File: config.mk
export PLATFORM = sky130hd
export DESIGN_NAME = tay_addsub_arbiter
export DESIGN_NICKNAME = d
export VERILOG_FILES = /design/src/rtl/exponential_pkg_scrap.sv /design/src/rtl/tay_arb_res_fifo.sv /design/src/rtl/tay_addsub_arbiter.sv
export SDC_FILE = /design/constraint.sdc
export NUM_CORES = 1
export LEC_CHECK = 0
export ABC_AREA = 1
export CAP_MARGIN = 20
export CORE_MARGIN = 10
export CORE_UTILIZATION = 30
export CTS_CLUSTER_SIZE = 12
export DETAILED_ROUTE_END_ITERATION = 8
export PLACE_DENSITY_LB_ADDON = 0.12
export SYNTH_ARGS = -nofsm -noshare
export SYNTH_HDL_FRONTEND = slang
export SYNTH_HIERARCHICAL = 1
export SYNTH_SLANG_ARGS = --single-unit
export TNS_END_PERCENT = 5
File: constraint.sdc
create_clock -name clk -period 4.3 [get_ports clk]
set_clock_uncertainty 0.2 [all_clocks]
set_input_delay 0.86 -clock clk [delete_from_list [all_inputs] [get_ports clk]]
set_output_delay 0.86 -clock clk [all_outputs]
set_load 0.1 [all_outputs]
File: src/rtl/exponential_pkg_scrap.sv
// Shared types and constants for the bfloat16 exponential datapath scrap area.
package exponential_pkg_scrap;

  localparam int unsigned REQ_W         = 53;
  localparam int unsigned RES_W         = 24;
  localparam int unsigned TAY_AU_LAT    = 2;
  localparam int unsigned TAY_ARB_DEPTH = 4;
  localparam int unsigned TAY_ARB_ACC   = 0;
  localparam int unsigned TAY_ARB_RR    = 1;

  // One operand as presented to the Taylor add/sub unit.
  typedef struct packed {
    logic       s;
    logic [7:0] extF;
    logic [8:0] extE;
    logic       isInf;
    logic       isSNAN;
    logic       isQNAN;
  } tay_op_t;

  // Full request: two operands plus the pre-computed alignment info.
  typedef struct packed {
    tay_op_t    op1;
    tay_op_t    op2;
    logic       isOpSub;
    logic       op1_GT_op2;
    logic [8:0] e_diff;
  } tay_addsub_req_t;

  // Result word returned by the add/sub unit.
  typedef struct packed {
    logic        s;
    logic [7:0]  e;
    logic [11:0] f;
    logic        isOverflow;
    logic        isUnderflow;
    logic        isToRound;
  } tay_addsub_res_t;

endpackage

File: src/rtl/tay_arb_res_fifo.sv
// First-word-fall-through result FIFO with an occupancy count for credit tracking.
module tay_arb_res_fifo #(
  parameter int unsigned DEPTH = 4,
  parameter int unsigned WIDTH = 24
) (
  input  logic                       clk,
  input  logic                       rst,
  input  logic                       pushValid,
  input  logic [WIDTH-1:0]           pushData,
  input  logic                       popReady,
  output logic                       popValid,
  output logic [WIDTH-1:0]           popData,
  output logic [$clog2(DEPTH):0]     count
);

  localparam int unsigned PTR_W = $clog2(DEPTH);
  localparam int unsigned CNT_W = PTR_W + 1;

  logic [WIDTH-1:0] mem [DEPTH];
  logic [PTR_W-1:0] wrPtr;
  logic [PTR_W-1:0] rdPtr;
  logic             doPush;
  logic             doPop;

  // A push into a full FIFO is dropped; the parent flags it.
  assign doPush   = pushValid && (count != CNT_W'(DEPTH));
  assign doPop    = popReady && (count != '0);
  assign popValid = (count != '0);
  assign popData  = popValid ? mem[rdPtr] : '0;

  // Pointer and occupancy bookkeeping.
  always_ff @(posedge clk) begin
    if (rst) begin
      wrPtr <= '0;
      rdPtr <= '0;
      count <= '0;
    end else begin
      if (doPush) wrPtr <= wrPtr + PTR_W'(1);
      if (doPop)  rdPtr <= rdPtr + PTR_W'(1);
      case ({doPush, doPop})
        2'b10:   count <= count + CNT_W'(1);
        2'b01:   count <= count - CNT_W'(1);
        default: count <= count;
      endcase
    end
  end

  // Storage array; contents are don't-care until written.
  always_ff @(posedge clk) begin
    if (doPush) mem[wrPtr] <= pushData;
  end

endmodule

File: src/rtl/tay_addsub_arbiter.sv
// Round-robin, credit-gated sharing of the Taylor add/sub unit between the
// term accumulator (requester 0) and range reduction (requester 1).
module tay_addsub_arbiter
  import exponential_pkg_scrap::*;
#(
  parameter int unsigned DEPTH = TAY_ARB_DEPTH
) (
  input  logic             clk,
  input  logic             rst,
  input  logic             req0_valid_i,
  output logic             req0_ready_o,
  input  logic [REQ_W-1:0] req0_pld_i,
  input  logic             req1_valid_i,
  output logic             req1_ready_o,
  input  logic [REQ_W-1:0] req1_pld_i,
  output logic             res0_valid_o,
  input  logic             res0_ready_i,
  output logic [RES_W-1:0] res0_pld_o,
  output logic             res1_valid_o,
  input  logic             res1_ready_i,
  output logic [RES_W-1:0] res1_pld_o,
  output logic             au_doAddSub_o,
  output logic [REQ_W-1:0] au_pld_o,
  input  logic             au_valid_i,
  input  logic [RES_W-1:0] au_res_i,
  output logic             err_o
);

  localparam int unsigned CNT_W = $clog2(DEPTH) + 1;
  localparam int unsigned SUM_W = CNT_W + 1;
  localparam int unsigned TAG_N = TAY_AU_LAT + 1;

  logic [CNT_W-1:0] cnt0, cnt1, infl0, infl1;
  logic             elig0, elig1, grant0, grant1;
  logic             lastGnt;
  logic [TAG_N-1:0] tagV, tagOwn;
  logic             wb0, wb1, ovf0, ovf1;
  tay_addsub_req_t  issuePld;

  // Credit check and round-robin pick; lastGnt=1 means requester 0 wins a tie.
  always_comb begin
    elig0    = req0_valid_i && ((SUM_W'(cnt0) + SUM_W'(infl0)) < SUM_W'(DEPTH));
    elig1    = req1_valid_i && ((SUM_W'(cnt1) + SUM_W'(infl1)) < SUM_W'(DEPTH));
    grant0   = elig0 && (!elig1 || lastGnt);
    grant1   = elig1 && (!elig0 || !lastGnt);
    issuePld = grant1 ? tay_addsub_req_t'(req1_pld_i) : tay_addsub_req_t'(req0_pld_i);
  end

  assign req0_ready_o = grant0;
  assign req1_ready_o = grant1;

  // Result ownership is taken from the tag tail, which lines up with au_valid_i.
  assign wb0  = au_valid_i && (tagOwn[TAG_N-1] == 1'(TAY_ARB_ACC));
  assign wb1  = au_valid_i && (tagOwn[TAG_N-1] == 1'(TAY_ARB_RR));
  assign ovf0 = wb0 && (cnt0 == CNT_W'(DEPTH));
  assign ovf1 = wb1 && (cnt1 == CNT_W'(DEPTH));

  // Round-robin history, moved only when something is granted.
  always_ff @(posedge clk) begin
    if (rst)         lastGnt <= 1'b1;
    else if (grant0) lastGnt <= 1'b0;
    else if (grant1) lastGnt <= 1'b1;
  end

  // Issue register: strobe for one cycle, payload holds between issues.
  always_ff @(posedge clk) begin
    if (rst) begin
      au_doAddSub_o <= 1'b0;
      au_pld_o      <= '0;
    end else begin
      au_doAddSub_o <= grant0 || grant1;
      if (grant0 || grant1) au_pld_o <= REQ_W'(issuePld);
    end
  end

  // Tag pipeline shadowing the unit latency plus the issue register.
  always_ff @(posedge clk) begin
    if (rst) begin
      tagV   <= '0;
      tagOwn <= '0;
    end else begin
      tagV   <= {tagV[TAG_N-2:0], grant0 || grant1};
      tagOwn <= {tagOwn[TAG_N-2:0], grant1};
    end
  end

  // In-flight counters: +1 on grant, -1 on writeback, both cancel out.
  always_ff @(posedge clk) begin
    if (rst) begin
      infl0 <= '0;
      infl1 <= '0;
    end else begin
      case ({grant0, wb0})
        2'b10:   infl0 <= infl0 + CNT_W'(1);
        2'b01:   infl0 <= infl0 - CNT_W'(1);
        default: infl0 <= infl0;
      endcase
      case ({grant1, wb1})
        2'b10:   infl1 <= infl1 + CNT_W'(1);
        2'b01:   infl1 <= infl1 - CNT_W'(1);
        default: infl1 <= infl1;
      endcase
    end
  end

  // Sticky protocol error: tag/valid disagreement or a push into a full FIFO.
  always_ff @(posedge clk) begin
    if (rst)                                            err_o <= 1'b0;
    else if ((tagV[TAG_N-1] != au_valid_i) || ovf0 || ovf1) err_o <= 1'b1;
  end

  tay_arb_res_fifo #(.DEPTH(DEPTH), .WIDTH(RES_W)) uFifo0 (
    .clk       (clk),
    .rst       (rst),
    .pushValid (wb0),
    .pushData  (au_res_i),
    .popReady  (res0_ready_i),
    .popValid  (res0_valid_o),
    .popData   (res0_pld_o),
    .count     (cnt0)
  );

  tay_arb_res_fifo #(.DEPTH(DEPTH), .WIDTH(RES_W)) uFifo1 (
    .clk       (clk),
    .rst       (rst),
    .pushValid (wb1),
    .pushData  (au_res_i),
    .popReady  (res1_ready_i),
    .popValid  (res1_valid_o),
    .popData   (res1_pld_o),
    .count     (cnt1)
  );

endmodule
==> summary.md, run 1 <==
| Metric | Value |
|---|---|
| Run status | `finished, final reports clean` |
| Diodes inserted | `0` |
| # DRC | `0` |
| Resized cells post-CTS | `0` |
| CTS sink count | `277` |
| Overall die width | `220.4 µm` |
| Number of hold-slack violations in the final timing report | `0` |
| Top library cells by usage in the layout, fill and taps aside | `sky130_fd_sc_hd__nand2_1 (378), sky130_fd_sc_hd__clkdlybuf4s50_1 (192), sky130_fd_sc_hd__edfxtp_1 (192)` |
| Wire length per cell | `16.93 µm` |
| Number of pins exceeding their max-slew limit in the final report | `0` |
| Total die area | `48590 µm²` |
| Fill count | `3981` |
| Seq/Total Area, Yosys | `0.6196` |
| Most frequent standard cell in the layout excluding fill and tap cells | `sky130_fd_sc_hd__nand2_1` |
| Top area cells in the synthesized netlist | `sky130_fd_sc_hd__edfxtp_1 (48%), sky130_fd_sc_hd__dfxtp_1 (14%), sky130_fd_sc_hd__nand2_1 (12%)` |
| Post-layout power | `11.66 mW` |
| Number of antenna violations at the first check in global routing | `9` |
| GRT met3 Usage | `0.05735` |
| Worst-skew pair later-pin latency | `0.57 ns` |
| Nets | `1687` |
| Area taken by flip-flops and latches | `7470 µm²` |
| Class of the most critical hold timing path | `reg2reg` |
| Wire length of the first global-routing pass | `54.43 mm` |
| GRT Resource Usage Total | `0.1431` |
| Type of destination of the critical path | `output pin` |
| Number of detailed-route iterations in the first pass | `5` |
| Post-route setup TNS | `0 ns` |
| Weighted congestion reported at the end of routability-driven placement | `0.7710` |
| Routed WL | `35.22 mm` |
| Distinct cells, synth | `30` |
| Ys async rst share | `0` |
| Detailed Place HPWL | `24.20 mm` |
| Final ANT Viol Nets | `0` |
| Area of the mapped netlist | `12050 µm²` |
| Effective utilization at floorplan | `0.3033` |
| Clock tree from TritonCTS | `built` |
| Clock input transition at the sequential cells of the worst setup and hold paths | `0.06 ns` |
| Grt total ovfl | `0` |
| Via count | `9087` |
| Number of I/O pins | `244` |
| Max-Slew Margin vs Limit | `0.2545` |
| RSZ-0062 raised after global routing | `no` |
| Number of setup buffers added after CTS | `0` |
| Maximum frequency from static timing analysis | `0.2897 GHz` |
| Worst vdd ir | `0.3896 mV` |
| Core area | `39730 µm²` |
| Fraction of synthesized cell area in xor and xnor cells | `0.001453` |
| Yosys top cell area share | `0.4784` |
| Top_reg_cell synth | `sky130_fd_sc_hd__edfxtp_1` |
| Critical Path Source Type | `flop` |
| Instance count of the mapped netlist | `1295` |
| Minimum clock period after layout | `3.451 ns` |
| Per-cell via count in the routed design | `4.369` |
| PD cells | `737.9 nW/µm²` |
| Die height | `220.4 µm` |
| Final hold slack | `0.2032 ns` |
| Hold-fix buffers, CTS | `0` |
| Area of the multi-input gates | `3597 µm²` |
| Fraction of the mapped netlist area in adder cells | `0.02326` |
| Buffers from clock root to sink, at most | `3` |
| Synth Area in Simple Gates | `0.2186` |
| Standard cell area after detailed placement | `14850 µm²` |
| Count of flip-flops with a built-in enable after synthesis | `192` |
| CTS Buf Count | `31` |
| Busiest metal layer after global routing | `met2` |
| Global Route met1 Usage | `0.1793` |
| H-tree levels | `1` |
| Share of the clock period used by the worst path | `0.8026` |
| Leakage dissipation | `6.744 nW` |
| Synth Warn # | `6` |
| Placement row count | `73` |
| Maximum capacitance violations | `0` |
| Arrival time at the worst endpoint | `2.39 ns` |
| Multiplexer share of the synthesized area | `0` |
| 1st-iter DRT viols | `373` |
| Compound-Gate Fraction of Synth Area | `0.05347` |
| Number of global-route vias before repair | `9158` |
| R2r setup slk | `1.67 ns` |
| Input/output buffers | `243` |
| Combinational family with the most area after synthesis | `simple AND/OR/NAND/NOR gates` |
| Root Buffer | `sky130_fd_sc_hd__clkbuf_16` |
| Transition time at the pin with the least slew margin | `1.115 ns` |
| Setup Crit Path Kind | `reg2out` |
| Average cell area after synthesis | `9.306 µm²` |
| Share of layout cells above drive strength 1 | `0.08746` |
| Layout Area Growth over Synthesis | `31.17%` |
| Pin count of the biggest net entering global routing | `55` |
| Maximum fanout encountered on the critical timing path | `48` |
| Total nets after synthesis | `1452` |
| Required time of the critical path | `3.24 ns` |
| Cell type contributing the most total cell area after synthesis | `sky130_fd_sc_hd__edfxtp_1` |
| Count of final setup violators | `0` |
| Number of synthesized register bits | `277` |
| Final Cell Area | `15810 µm²` |
| Met2 global-route usage | `0.2277` |
-- cell families after synthesis --
family                   after synthesis
adder cells (fa/ha/maj)               20
flip-flops                           277
AO/OA/AOI/OAI                        126
XOR/XNOR                               2
buffers and inverters                226
AND/OR/NAND/NOR                      644
-- area by class of cell --
| cell class | count | share of cell area |
|---|---|---|
| timing repair buffer | 263 | 0.1585 |
| sequential | 277 | 0.4725 |
| inverter | 165 | 0.03926 |
| clock buffer | 46 | 0.05454 |
| clock inverter | 12 | 0.006095 |
| multi-input combinational | 792 | 0.2276 |
| tap | 525 | 0.04155 |
-- worst max-delay path: stages, from the launching register on --
cell	delay, ns
sky130_fd_sc_hd__dfxtp_2	0.33
sky130_fd_sc_hd__buf_4	0.44
sky130_fd_sc_hd__nor2_1	0.10
sky130_fd_sc_hd__nor2_1	0.09
sky130_fd_sc_hd__o21ai_0	0.09
sky130_fd_sc_hd__a21oi_1	0.36
sky130_fd_sc_hd__buf_4	0.37
-- synthesized netlist by cell type, types with 2 or more instances --
library cell and number:
sky130_fd_sc_hd__o21ai_1 8, sky130_fd_sc_hd__clkbuf_1 9, sky130_fd_sc_hd__nand2_1 378, sky130_fd_sc_hd__nand2_2 2, sky130_fd_sc_hd__fa_1 4, sky130_fd_sc_hd__a21oi_1 66, sky130_fd_sc_hd__nand4_1 2, sky130_fd_sc_hd__nand3b_1 2
sky130_fd_sc_hd__buf_2 27, sky130_fd_sc_hd__dfxtp_1 85, sky130_fd_sc_hd__buf_6 12, sky130_fd_sc_hd__buf_4 9, sky130_fd_sc_hd__buf_1 4, sky130_fd_sc_hd__inv_1 160, sky130_fd_sc_hd__edfxtp_1 192, sky130_fd_sc_hd__nand3_1 119
sky130_fd_sc_hd__nor2_4 2, sky130_fd_sc_hd__ha_1 16, sky130_fd_sc_hd__nand3_2 3, sky130_fd_sc_hd__inv_2 4, sky130_fd_sc_hd__o21ai_0 50, sky130_fd_sc_hd__nor2_1 133
-- path summary, 6_finish.rpt --
path / start / to / cells after the start
max: flop / res0_pld_o[9] / 6
min reg2reg: tagV[1]$_SDFF_PP0_ / tagV[2]$_SDFF_PP0_ / 2
min: tagV[1]$_SDFF_PP0_ / tagV[2]$_SDFF_PP0_ / 2
max reg2reg: uFifo0/count[2]$_SDFFE_PP0P_ / infl0[1]$_SDFFE_PP0P_ / 13
-- state kept, by name, summed over array words and instances (netlist names), named ones only --
| name | count |
|---|---|
| uFifo1/wrPtr | 2 |
| uFifo0/mem | 96 |
| infl1 | 3 |
| tagV | 3 |
| uFifo0/count | 3 |
| uFifo0/wrPtr | 2 |
| lastGnt | 1 |
| uFifo1/mem | 96 |
| au_pld_o | 53 |
| err_o | 1 |
| uFifo0/rdPtr | 2 |
| tagOwn | 3 |
| infl0 | 3 |
| uFifo1/count | 3 |
| uFifo1/rdPtr | 2 |
-- report_power, final --
group,internal (mW),total (mW),switching [mW]
logic,1.20,5.80,4.61
clock network,1.44,2.50,1.06
registers,3.20,3.36,0.164
-- metrics by stage --
stage               instances    util  worst slack (ns)
CTS                      2080  0.3979            0.7330
global route             2080  0.3979            0.6455
global placement         2022  0.3737             1.053
floorplan                1295       -            0.4206
detailed placement       2022  0.3737            0.9845
finish                   2080  0.3979            0.8487
-- metal layers --
metal	wire [µm]	vias to the layer above
met4	714	18
li1	-	4639
met1	15300	4155
met2	16030	216
met5	101	-
met3	3076	59
Note: power is estimated with default switching activity, not from simulation.
==> run 2, diff against run 1 <==
Clock period 4.3 ns to 3.5 ns, I/O delays scaled along.
==> run 2 against run 1 <==
Die area unchanged. Largest cell class unchanged. Design area up 3.9%. Critical path type unchanged. Highest routed layer unchanged. Register-to-register slack worse by 0.70 ns. Clock-buffer cell count down 2.
==> summary.md, run 2 (synthesis results as in run 1) <==
| Metric | Value |
|---|---|
| Run status | `finished, final reports clean` |
| Via count | `9161 (+0.81%)` |
| Input/output buffers | `243 (unchanged)` |
| Placement row count | `73 (unchanged)` |
| RSZ-0062 raised after global routing | `no` |
| H-tree levels | `2 (+1)` |
| Worst setup slack after placement | `0.3977 ns (-0.5868 ns)` |
| Nets | `1690 (+0.18%)` |
| Clock input transition at the sequential cells of the worst setup and hold paths | `0.05 ns (about the same)` |
| R2r worst-path depth | `13 (unchanged)` |
| Layout Area Growth over Synthesis | `36.31%` |
| Post-layout power | `15.20 mW (+30%)` |
| Final ANT Viol Nets | `0 (unchanged)` |
| Routed WL | `34.41 mm (-2.3%)` |
| Maximum fanout encountered on the critical timing path | `48 (unchanged)` |
| Worst-skew pair later-pin latency | `0.50 ns (-0.07 ns)` |
| Maximum frequency from static timing analysis | `0.3165 GHz` |
| Weighted congestion reported at the end of routability-driven placement | `0.8003 (+3.8%)` |
| Number of global-route vias before repair | `9274 (+1.3%)` |
| Number of hold-slack violations in the final timing report | `0 (unchanged)` |
| Number of detailed-route iterations in the first pass | `4 (-1)` |
| Root Buffer | `sky130_fd_sc_hd__clkbuf_16` |
| Arrival time at the worst endpoint | `2.26 ns (-0.13 ns)` |
| Worst-path cell with the longest stage delay | `sky130_fd_sc_hd__buf_4` |
| Top library cells by usage in the layout, fill and taps aside | `sky130_fd_sc_hd__nand2_1 (378), sky130_fd_sc_hd__edfxtp_1 (192), sky130_fd_sc_hd__inv_1 (160)` |
| RR Startpoint | `uFifo0/count[2]$_SDFFE_PP0P_` |
| 1st-iter DRT viols | `344 (-7.8%)` |
| Number of I/O pins | `244 (unchanged)` |
| Number of pins exceeding their max-slew limit in the final report | `0 (unchanged)` |
| Sink of the worst hold path | `tagV[2]$_SDFF_PP0_` |
| Grt total ovfl | `0 (unchanged)` |
| Met2 global-route usage | `0.2295 (+0.001835)` |
| GRT Resource Usage Total | `0.1399 (-0.003172)` |
| Buffers from clock root to sink, at most | `3 (unchanged)` |
| Effective utilization at floorplan | `0.3033 (unchanged)` |
| Required time of the critical path | `2.60 ns (-0.64 ns)` |
| Max-Slew Margin vs Limit | `0.5306 (+0.2761)` |
| Global Route met1 Usage | `0.1662 (-0.01310)` |
| Wire length per cell | `16.52 µm (-2.5%)` |
| PD cells | `925.1 nW/µm² (+25%)` |
| Registers with the most flip-flops | `uFifo0/mem (96), uFifo1/mem (96), au_pld_o (53)` |
| R2r setup slk | `0.97 ns (-0.70 ns)` |
| Share of layout cells above drive strength 1 | `0.1265 (+0.03907)` |
| Wire length of the first global-routing pass | `53.42 mm (-1.9%)` |
| Crit path setup slack, layout | `0.3406 ns (-0.5081 ns)` |
| Count of final setup violators | `0 (unchanged)` |
| Pin count of the biggest net entering global routing | `55 (unchanged)` |
| Type of destination of the critical path | `output pin` |
| Leakage dissipation | `7.049 nW (+4.5%)` |
| Hold-fix buffers, CTS | `0 (unchanged)` |
| Transition time at the pin with the least slew margin | `0.7031 ns (-0.4117 ns)` |
| Setup Crit Path Kind | `reg2out` |
| Detailed Place HPWL | `23.48 mm (-3.0%)` |
| Worst Path Buf+Inv | `2 (unchanged)` |
| # DRC | `0 (unchanged)` |
| Resized cells post-CTS | `0 (unchanged)` |
| Post-route setup TNS | `0 ns (unchanged)` |
| Number of setup buffers added after CTS | `0 (unchanged)` |
| Worst vdd ir | `0.5085 mV (+31%)` |
| Overall die width | `220.4 µm (unchanged)` |
| Critical Path Max Stage Delay | `0.45 ns (about the same)` |
| Total die area | `48590 µm² (unchanged)` |
| CTS Buf Count | `34 (+9.7%)` |
| Critical Path Source Type | `flop` |
| Crit-path cells | `buf_4 -> nor2_1 -> nor2_1 -> o21ai_0 -> a21oi_1 -> buf_12` |
| Busiest metal layer after global routing | `met2` |
| Die height | `220.4 µm (unchanged)` |
| Class of the most critical hold timing path | `reg2reg` |
| Worst hold path stage count | `2 (unchanged)` |
| Most frequent standard cell in the layout excluding fill and tap cells | `sky130_fd_sc_hd__nand2_1` |
| Final hold slack | `0.2012 ns (-0.002007 ns)` |
| Share of the clock period used by the worst path | `0.9027` |
| Number of antenna violations at the first check in global routing | `8 (-1)` |
| Core area | `39730 µm² (unchanged)` |
| Worst hold path startpoint | `tagV[1]$_SDFF_PP0_` |
| Maximum capacitance violations | `0 (unchanged)` |
| Cell class contributing the biggest share of worst-path delay | `buffers and inverters` |
| Cell repeated most along the worst path | `sky130_fd_sc_hd__nor2_1` |
| GRT met3 Usage | `0.05995 (+0.002595)` |
| CTS sink count | `277 (unchanged)` |
| Clock tree from TritonCTS | `built` |
| Minimum clock period after layout | `3.159 ns` |
| Per-cell via count in the routed design | `4.398 (+0.67%)` |
| Final design utilization | `0.4134 (+0.01559)` |
| Reg-to-reg critical path endpoint | `infl0[1]$_SDFFE_PP0P_` |
-- run 2: changes by cell type in the layout (fill, tap and decap cells not counted), moves of 2 or more --
cell	change
sky130_fd_sc_hd__clkbuf_16	+4
sky130_fd_sc_hd__clkbuf_1	-3
sky130_fd_sc_hd__buf_12	+54
sky130_fd_sc_hd__buf_4	+2
sky130_fd_sc_hd__clkinv_4	+2
sky130_fd_sc_hd__clkbuf_8	-3
sky130_fd_sc_hd__clkdlybuf4s50_1	-56
-- run 2: report_power, final --
group          internal [mW]  leakage, nW  switching (mW)
registers               3.93         2.45           0.225
clock network           1.92        0.504            1.34
logic                   2.05         4.10            5.73
total                   7.90         7.05            7.29
-- run 2: area by class of cell --
cell class	instances	area, µm²
repair buffers	263	3040
flip-flops and latches	277	7470
fillers	3902	23300
diodes	1	2.502
clock buffers	44	909.6
inverters	165	620.6
multi-input cells	792	3601
clock inverters	16	126.4
well taps	525	656.9
-- run 2: tightest hold or removal path, cell delays in order (launching register included) --
cell,delay (ns)
sky130_fd_sc_hd__dfxtp_1,0.29
sky130_fd_sc_hd__inv_1,0.04
sky130_fd_sc_hd__nor2_1,0.03
-- run 2: per-layer routing --
layer	vias up	share of wire
met5	-	0.0023
met4	14	0.016
met3	53	0.094
met2	223	0.46
met1	4224	0.42
li1	4647	-
-- run 2: metrics by stage --
step | std cells | area [µm²]
final | 2083 | 16430
after global routing | 2082 | 16420
after CTS | 2082 | 16420
after detailed placement | 2022 | 15390
after global placement | 2022 | 15390
after floorplan | 1295 | 12060
-- run 2: worst max-delay path by stage --
stage,cells past startpoint,end,slack (ns),start
4_1_cts,7,res0_pld_o[16],0.23,flop
6_report,6,res0_pld_o[22],0.34,flop
3_3_place_gp,14,infl0[2]$_SDFFE_PP0P_,0.42,req1_valid_i
3_5_place_dp,8,uFifo0/count[1]$_SDFFE_PP0P_,0.40,au_valid_i
5_1_grt,6,res0_pld_o[13],0.13,flop
2_1_floorplan,5,res0_pld_o[14],-0.08,uFifo0/count[0]$_SDFFE_PP0P_
